===== config.mk =====
export PLATFORM = sky130hd
export DESIGN_NAME = sigma_xbus_arb2
export DESIGN_NICKNAME = d
export VERILOG_FILES = /design/src/rtl/sigma_xbus_arb_pkg.sv /design/src/rtl/sigma_xbus_rr_pick.sv /design/src/rtl/sigma_xbus_arb2.sv
export SDC_FILE = /design/constraint.sdc
export NUM_CORES = 1
export LEC_CHECK = 0
export CORE_AREA = 2 2 123 125
export CTS_BUF_LIST = sky130_fd_sc_hd__clkbuf_4 sky130_fd_sc_hd__clkbuf_8
export DETAILED_ROUTE_END_ITERATION = 8
export DIE_AREA = 0 0 125 127
export PLACE_DENSITY = 0.55
export SLEW_MARGIN = 0
export SYNTH_ARGS = -nofsm -noshare
export SYNTH_HDL_FRONTEND = slang
export SYNTH_SLANG_ARGS = --single-unit

===== constraint.sdc =====
create_clock -name clk_i -period 1.7 [get_ports clk_i]
set_clock_uncertainty 0.1 [all_clocks]
set_input_delay 0.51 -clock clk_i [delete_from_list [all_inputs] [get_ports clk_i]]
set_output_delay 0.51 -clock clk_i [all_outputs]
set_load 0.005 [all_outputs]

===== src/rtl/sigma_xbus_arb_pkg.sv =====
// Shared types for the sigma system-bus arbiter: FSM states, owner index and
// the default data word returned when a read is terminated by the watchdog.
package sigma_xbus_arb_pkg;

    localparam int NUM_MASTERS = 2;

    typedef enum logic [1:0] {
        ST_IDLE      = 2'd0,
        ST_GRANT     = 2'd1,
        ST_WAIT_RESP = 2'd2
    } arb_state_e;

    typedef logic [$clog2(NUM_MASTERS)-1:0] owner_t;

    localparam logic [31:0] TIMEOUT_RDATA_DEFAULT = 32'hBADC0DE5;

    function automatic logic [NUM_MASTERS-1:0] owner_onehot(input owner_t o);
        return NUM_MASTERS'(1) << o;
    endfunction

endpackage


===== src/rtl/sigma_xbus_rr_pick.sv =====
// Combinational round-robin pick: the first requester after last_owner wins.
// Written as a scan so it generalises beyond two masters.
module sigma_xbus_rr_pick
    import sigma_xbus_arb_pkg::*;
(
    input  logic [NUM_MASTERS-1:0] req_i,
    input  owner_t                 last_owner_i,
    output logic                   valid_o,
    output owner_t                 winner_o
);

    int cand;

    // Scan from farthest to nearest so the nearest requester overwrites.
    always_comb begin
        valid_o  = 1'b0;
        winner_o = last_owner_i;
        cand     = 0;
        for (int k = NUM_MASTERS; k >= 1; k--) begin
            cand = (int'(last_owner_i) + k) % NUM_MASTERS;
            if (req_i[owner_t'(cand)]) begin
                valid_o  = 1'b1;
                winner_o = owner_t'(cand);
            end
        end
    end

endmodule


===== src/rtl/sigma_xbus_arb2.sv =====
// Two-master arbiter (CPU data port, UDM debug master) onto the sigma slave bus.
// Optional read watchdog enabled by defining SIGMA_XBUS_ARB_TIMEOUT_EN.
module sigma_xbus_arb2
    import sigma_xbus_arb_pkg::*;
#(
    parameter int unsigned TIMEOUT_CYCLES = 1024,
    parameter logic [31:0] TIMEOUT_RDATA  = TIMEOUT_RDATA_DEFAULT
) (
    input  logic        clk_i,
    input  logic        arst_i,

    input  logic        m0_req_i,
    input  logic        m0_we_i,
    input  logic [31:0] m0_addr_i,
    input  logic [3:0]  m0_be_i,
    input  logic [31:0] m0_wdata_i,
    output logic        m0_ack_o,
    output logic        m0_resp_o,
    output logic [31:0] m0_rdata_o,

    input  logic        m1_req_i,
    input  logic        m1_we_i,
    input  logic [31:0] m1_addr_i,
    input  logic [3:0]  m1_be_i,
    input  logic [31:0] m1_wdata_i,
    output logic        m1_ack_o,
    output logic        m1_resp_o,
    output logic [31:0] m1_rdata_o,

    output logic        s_req_o,
    output logic        s_we_o,
    output logic [31:0] s_addr_o,
    output logic [3:0]  s_be_o,
    output logic [31:0] s_wdata_o,
    input  logic        s_ack_i,
    input  logic        s_resp_i,
    input  logic [31:0] s_rdata_i,

    output logic [1:0]  grant_o,
    output logic        timeout_o
);

    logic [NUM_MASTERS-1:0] req_vec;
    logic [NUM_MASTERS-1:0] we_vec;
    logic [31:0]            addr_vec  [NUM_MASTERS];
    logic [3:0]             be_vec    [NUM_MASTERS];
    logic [31:0]            wdata_vec [NUM_MASTERS];
    logic [NUM_MASTERS-1:0] ack_vec;
    logic [NUM_MASTERS-1:0] resp_vec;
    logic [31:0]            rdata_vec [NUM_MASTERS];

    assign req_vec      = {m1_req_i, m0_req_i};
    assign we_vec       = {m1_we_i, m0_we_i};
    assign addr_vec[0]  = m0_addr_i;
    assign addr_vec[1]  = m1_addr_i;
    assign be_vec[0]    = m0_be_i;
    assign be_vec[1]    = m1_be_i;
    assign wdata_vec[0] = m0_wdata_i;
    assign wdata_vec[1] = m1_wdata_i;

    arb_state_e state_q, state_d;
    owner_t     owner_q, owner_d;
    owner_t     last_owner_q, last_owner_d;
    logic       pick_valid;
    owner_t     pick_winner;
    logic       rsp_fire;
    logic [31:0] rsp_data;
    logic       timeout_fire;

    sigma_xbus_rr_pick u_pick (
        .req_i        (req_vec),
        .last_owner_i (last_owner_q),
        .valid_o      (pick_valid),
        .winner_o     (pick_winner)
    );

`ifdef SIGMA_XBUS_ARB_TIMEOUT_EN
    localparam int               CNT_W    = $clog2(TIMEOUT_CYCLES) + 1;
    localparam logic [CNT_W-1:0] CNT_LAST = CNT_W'(TIMEOUT_CYCLES - 1);

    logic [CNT_W-1:0] tmo_cnt_q, tmo_cnt_d;
    logic             tmo_expired;

    // Zero outside WAIT_RESP, so every entry starts counting from 0.
    assign tmo_cnt_d   = (state_q == ST_WAIT_RESP) ? tmo_cnt_q + CNT_W'(1) : '0;
    assign tmo_expired = (tmo_cnt_q == CNT_LAST);

    always_ff @(posedge clk_i or posedge arst_i) begin
        if (arst_i) begin
            tmo_cnt_q <= '0;
        end else begin
            tmo_cnt_q <= tmo_cnt_d;
        end
    end
`else
    logic unused_tmo_cfg;
    assign unused_tmo_cfg = ^{TIMEOUT_RDATA, TIMEOUT_CYCLES};
`endif

    always_comb begin
        state_d      = state_q;
        owner_d      = owner_q;
        last_owner_d = last_owner_q;
        rsp_fire     = 1'b0;
        rsp_data     = '0;
        timeout_fire = 1'b0;
        case (state_q)
            ST_IDLE: begin
                if (pick_valid) begin
                    owner_d = pick_winner;
                    state_d = ST_GRANT;
                end
            end
            ST_GRANT: begin
                if (s_ack_i) begin
                    last_owner_d = owner_q;
                    state_d      = we_vec[owner_q] ? ST_IDLE : ST_WAIT_RESP;
                end
            end
            ST_WAIT_RESP: begin
                if (s_resp_i) begin
                    rsp_fire = 1'b1;
                    rsp_data = s_rdata_i;
                    state_d  = ST_IDLE;
                end
`ifdef SIGMA_XBUS_ARB_TIMEOUT_EN
                else if (tmo_expired) begin
                    rsp_fire     = 1'b1;
                    rsp_data     = TIMEOUT_RDATA;
                    timeout_fire = 1'b1;
                    state_d      = ST_IDLE;
                end
`endif
            end
            default: begin
                state_d = ST_IDLE;
            end
        endcase
    end

    // last_owner resets to master 1 so master 0 wins the first tie.
    always_ff @(posedge clk_i or posedge arst_i) begin
        if (arst_i) begin
            state_q      <= ST_IDLE;
            owner_q      <= '0;
            last_owner_q <= owner_t'(NUM_MASTERS - 1);
        end else begin
            state_q      <= state_d;
            owner_q      <= owner_d;
            last_owner_q <= last_owner_d;
        end
    end

    assign s_req_o   = (state_q == ST_GRANT);
    assign s_we_o    = s_req_o & we_vec[owner_q];
    assign s_addr_o  = s_req_o ? addr_vec[owner_q]  : '0;
    assign s_be_o    = s_req_o ? be_vec[owner_q]    : '0;
    assign s_wdata_o = s_req_o ? wdata_vec[owner_q] : '0;

    assign grant_o   = (state_q == ST_IDLE) ? '0 : owner_onehot(owner_q);
    assign timeout_o = timeout_fire;

    for (genvar gi = 0; gi < NUM_MASTERS; gi++) begin : g_master
        localparam owner_t IDX = owner_t'(gi);
        assign ack_vec[gi]   = s_req_o && s_ack_i && (owner_q == IDX);
        assign resp_vec[gi]  = rsp_fire && (owner_q == IDX);
        assign rdata_vec[gi] = resp_vec[gi] ? rsp_data : '0;
    end

    assign m0_ack_o   = ack_vec[0];
    assign m1_ack_o   = ack_vec[1];
    assign m0_resp_o  = resp_vec[0];
    assign m1_resp_o  = resp_vec[1];
    assign m0_rdata_o = rdata_vec[0];
    assign m1_rdata_o = rdata_vec[1];

endmodule


=== Yosys cells after proc, flatten, opt, wreduce, memory -nomap -nowiden ===
Cells that the tools add are included.

* Flip-flop bits (word level): 4
* Output and inout port bits: 141
* Word-level logic and storage cells: 61

* Add/subtract/negate cells: 2
* $lt $le $gt $ge: 4
* Equal/unequal tests: 5
* Shift operators: 1
* Muxes and demuxes: 34
* Bitwise gates (word level): 3
* Reduce and logical (&&, ||, !) cells: 9

{| class="wikitable"
|+ Operators by type and width
! operator !! count
|-
| $mux W32 || 12
|-
| $mux W4 || 4
|-
| $mux W1 || 12
|-
| $mux W2 || 5
|-
| $lt A1 B2 Y1 const B || 3
|-
| $pmux W2 S3 || 1
|-
| $logic_and A1 B1 Y1 || 5
|-
| $ne A2 B2 Y1 const B || 2
|-
| $reduce_and A2 Y1 || 2
|-
| $reduce_and A3 Y1 || 1
|-
| $add A1 B1 Y1 const B || 2
|-
| $eq A2 B1 Y1 const B || 1
|-
| $eq A2 B2 Y1 const B || 1
|-
| $ge A2 B2 Y1 const B || 1
|-
| $logic_not A2 Y1 || 1
|-
| $ne A2 B1 Y1 const B || 1
|-
| $not A1 Y2 || 1
|-
| $shl A1 B1 Y2 const A || 1
|-
| $and A1 B1 Y1 || 1
|-
| $not A1 Y1 || 1
|}

=== Longest topological paths before layout ===
* Depth in word-level cells: 7
* Mapped depth: 6
* Depth with buffers taken out: 3

=== Hierarchy ===
Synthesis repeated with hierarchy kept, for this count alone.

* Cell total of the unflattened synthesis: 252
* Area, all modules: 1808.0 µm²

{| class="wikitable"
|+ Modules (own cells, without submodules)
! module !! instances !! cells an instance !! area an instance (µm²) !! seq. area each (µm²)
|-
| sigma_xbus_arb2 || 1 || 249 || 1788.0 || 101.3
|-
| sigma_xbus_rr_pick || 1 || 3 || 20.0 || 0.0
|}

=== Worst setup path after synthesis ===
Ideal clock, no wire load.

* Path kind: reg-to-output
* Start point: register state_q[0]
* End point: output m0_rdata_o[22]
* Arrival: 1.090 ns
* Required time: 1.090 ns
* Setup slack: 0.000 ns
* Cell stages (with the launch flop): 5
* Buffers on the path: 2
* Path through: dfrtp_1 -> buf_6 -> and4bb_4 -> buf_6 -> and2_1

* Longest elaborated chain between the ends: 4
* Elaborated cells on any way between the ends: 5
* Classes of those cells: 1 x eq/ne; 3 x mux; 1 x reduce/logical

{| class="wikitable"
|+ RTL lines
! element !! line !! RTL
|-
| from (decl) || sigma_xbus_arb2.sv:61 || <nowiki>arb_state_e state_q, state_d;</nowiki>
|-
| from (signal assigned) || sigma_xbus_arb2.sv:148 || <nowiki>state_q <= state_d;</nowiki>
|-
| $eq A2 B2 Y1 || sigma_xbus_arb2.sv:107 || <nowiki>case (state_q)</nowiki>
|-
| $mux W1 || sigma_xbus_arb2.sv:107 ||
|-
| $logic_and A1 B1 Y1 || sigma_xbus_arb2.sv:166 || <nowiki>assign resp_vec[gi] = rsp_fire && (owner_q == IDX);</nowiki>
|-
| via m0_resp_o || sigma_xbus_arb2.sv:18 || <nowiki>output logic m0_resp_o,</nowiki>
|-
| $mux W32 || sigma_xbus_arb2.sv:167 || <nowiki>assign rdata_vec[gi] = resp_vec[gi] ? rsp_data : '0;</nowiki>
|-
| to (decl) || sigma_xbus_arb2.sv:19 || <nowiki>output logic [31:0] m0_rdata_o,</nowiki>
|}

The timed path passes the listed nets, and every way through them passes these cells.

=== Worst setup path after layout ===
* Start point: register owner_q
* End point: output m0_rdata_o[23]

* Longest elaborated chain between the ends: 3

{| class="wikitable"
|+ RTL lines
! element !! line !! RTL
|-
| from (decl) || sigma_xbus_arb2.sv:62 || <nowiki>owner_t owner_q, owner_d;</nowiki>
|-
| from (signal assigned) || sigma_xbus_arb2.sv:149 || <nowiki>owner_q <= owner_d;</nowiki>
|-
| $not A1 Y1 || sigma_xbus_arb2.sv:166 ||
|-
| $logic_and A1 B1 Y1 || sigma_xbus_arb2.sv:166 ||
|-
| $mux W32 || sigma_xbus_arb2.sv:167 ||
|}

No other way between the ends.

==> metrics.md <==
| Metric | Value |
|---|---|
| Port bufs | `315` |
| Post-Syn Nets | `426` |
| Max cap viols | `0` |
| Worst path most repeated cell | `buf_6` |
| Crit path DAT | `1.70 ns` |
| Failing checks | `negative setup slack` |
| Number of global-route vias before repair | `3,235` |
| CORE AREA | `14,400 um2` |
| Cells after synthesis | `250` |
| RR Endpoint | `owner_q` |
| R2R Setup Slk | `0 ns` |
| Highest metal used | `met4` |
| RSZ-0062 raised after global routing | `yes` |
| Total CTS buffers | `3` |
| Critical Path Sink Type | `output pin` |
| Root Buffer | `clkbuf_8` |
| Final period utilization | `136%` |
| Final WS setup | `-0.608 ns` |
| Routed wl met3 | `1.12 mm` |
| Chip Height | `127 um` |
| DIE WIDTH | `125 um` |
| Fraction of layout cells with a size suffix above 1 | `50.8%` |
| Maximum root-to-sink buffer count | `2` |
| Placed inst area | `5310 um2` |
| FP Rows | `44` |
| Total wire length | `12.7 mm` |
| Status | `complete, but fails checks` |
| Synth-to-Final Area Change | `230%` |
| Netlist cell types | `24` |
| Detail Route Antenna Nets | `0` |
| Met2 WL post-DR | `6.74 mm` |
| Leading cell types in the layout, fill and taps excluded | `clkdlybuf4s50_1, buf_6, buf_2` |
| Synthesized flop and latch total | `4` |
| Vias | `3,318` |
| Worst r2r src | `state_q[0]` |
| Critical path fanouts, max | `5` |
| # nets final | `817` |
| H-tree depth | `1` |
| Global-route usage over all layers | `12.9%` |
| GRT overflow | `0` |
| Final hold viol count | `0` |
| Setup TNS | `-60.04 ns` |
| HPWL Detailed | `8.83 mm` |
| 1st-pass router iterations | `4` |
| Max Freq | `433 MHz` |
| Seq/Total Area, Yosys | `5.41%` |
| HP Class | `in -> async` |
| CTS tree | `built` |
| Worst VDD drop | `0.000550 V` |
| DR vias/cell | `4.03` |
| CP required | `1.09 ns` |
| Pwr dens | `1140 nW/um2` |
| Finished Layout Cells | `824` |
| Worst-path cell with the longest stage delay | `dfrtp_4` |
| Clk_lat worst skew | `0.22 ns` |
| Global placer's final weighted congestion | `0.806` |
| Critical path class | `reg -> out` |
| Post-Layout Inst Area | `6180 um2` |
| Avg Cell Area, Syn | `7.50 um2` |
| Yosys warns | `0` |
| Routed WL per cell | `15.5 um` |
| CTS Sinks | `4` |
| Max Slew Vio Count | `0` |
| M1 WL | `4.68 mm` |
| Setup violators final | `141` |
| Commonest non-fill, non-tap cell in the layout | `clkdlybuf4s50_1` |
| Reg2reg path depth | `6` |
| CP Cell Sequence | `and4bb_4 > buf_6 > buf_6 > buf_12 > buf_6 > and2_4 > buf_6` |
| Starting Density | `13.0%` |
| CTS Hold Bufs | `0` |
| CP max stage delay | `0.50 ns` |
| Die area | `15,900 um2` |
| Remaining DRCs | `0` |
| Cell Area, Synth | `1870 um2` |
| Clock-pin slew on the worst setup and hold paths | `0.03 ns` |
| Number of diodes | `0` |
| Top-Level Pins | `317` |
| Startpoint Class | `flop` |
| Initial antenna violation count | `0` |
| Clock period minus worst slack | `2.31 ns` |
| Global-route wire length before repair | `16.8 mm` |
| DP Cell Count | `751` |
| Initial DRC count | `60` |
| Largest net degree at the start of global routing | `26` |
| Pleak | `3.01 nW` |
==> flip-flops by register name, indices dropped and copies added, names as in the netlist <==
name          cells
state_q           2
last_owner_q      1
owner_q           1
==> cells by family (layout without fill, tap and decap cells) <==
group                  after synthesis  count (layout)  share of synthesized area [%]
DFF                                  4               4                           5.41
other                                1               1                          0.200
and+or+nand+nor                    145             146                           42.5
muxes                               70              70                           37.5
AOI/OAI and AO/OA                    4               4                           1.74
buffers and inverters               26             415                           12.6
==> through the flow <==
step | power, W | hold slack [ns] | worst slack [ns] | util [%]
floorplan | 0.00248 | 0.175 | 0.00828 | -
global placement | 0.00517 | 0.473 | -0.983 | 36.8
detailed placement | 0.00517 | 0.477 | -0.999 | 36.8
CTS | 0.00547 | 0.373 | -0.678 | 38.1
global route | 0.00752 | 0.393 | -0.663 | 42.8
finish | 0.00705 | 0.371 | -0.608 | 42.8
==> critical path, delay by kind of cell, from the launching register on <==
kind	cells	cell delay, ns
flops	1	0.50
simple gates	2	0.46
buf+inv	5	0.51
==> synth_stat cells (all sizes together) <==
master / instances / area (um2)
a211oi: 1 / 7.51
a21boi: 1 / 7.51
a22o: 1 / 8.76
and2: 65 / 407
and3: 1 / 6.26
and4b: 1 / 13.8
and4bb: 1 / 16.3
buf: 24 / 229
conb: 1 / 3.75
dfrtp: 3 / 75.1
dfstp: 1 / 26.3
inv: 2 / 7.51
mux2: 2 / 22.5
mux2i: 68 / 681
nand2b: 1 / 6.26
nand3b: 1 / 7.51
nor2: 72 / 320
nor2b: 1 / 6.26
nor3: 1 / 5.00
o2bb2ai: 1 / 8.76
or3b: 1 / 8.76
==> per-layer routing <==
metal | vias to the layer above | track usage (%)
li1 | 1604 | -
met2 | 199 | 24.9
met3 | 17 | 4.23
met1 | 1498 | 13.5
met4 | 0 | 2.88
met5 | - | 0
==> layout make-up <==
| cell class | instances | area, um2 |
|---|---|---|
| well taps | 184 | 230 |
| flip-flops and latches | 4 | 108 |
| fillers | 1440 | 8240 |
| repair buffers | 409 | 3980 |
| multi-input cells | 221 | 1800 |
| inverters | 2 | 10.0 |
| clock buffers | 4 | 48.8 |
==> power by group <==
| group | internal (W) | switching, W |
|---|---|---|
| sequential | 0.000162 | 0.0000609 |
| combinational | 0.00405 | 0.00255 |
| clock | 0.000177 | 0.0000586 |
| total | 0.00439 | 0.00266 |
==> how the worst max path moves through the flow <==
stage / start / endpoint / cells past startpoint
after floorplan: state_q[0] / m1_rdata_o[22] / 4
after global placement: s_resp_i / m0_rdata_o[16] / 5
after detailed placement: s_resp_i / m1_rdata_o[12] / 5
after CTS: owner_q / s_wdata_o[12] / 5
after global routing: owner_q / m0_rdata_o[23] / 7
final: owner_q / m0_rdata_o[23] / 7
==> what timing repair did <==
action / CTS / global route
setup endpoints to repair: 140 / 140
setup buffers: 18 / 39
gates resized for setup: 334 / 335
pin swaps: 21 / 31
gates cloned: 5 / 9
(Power assumes the default switching activity.)
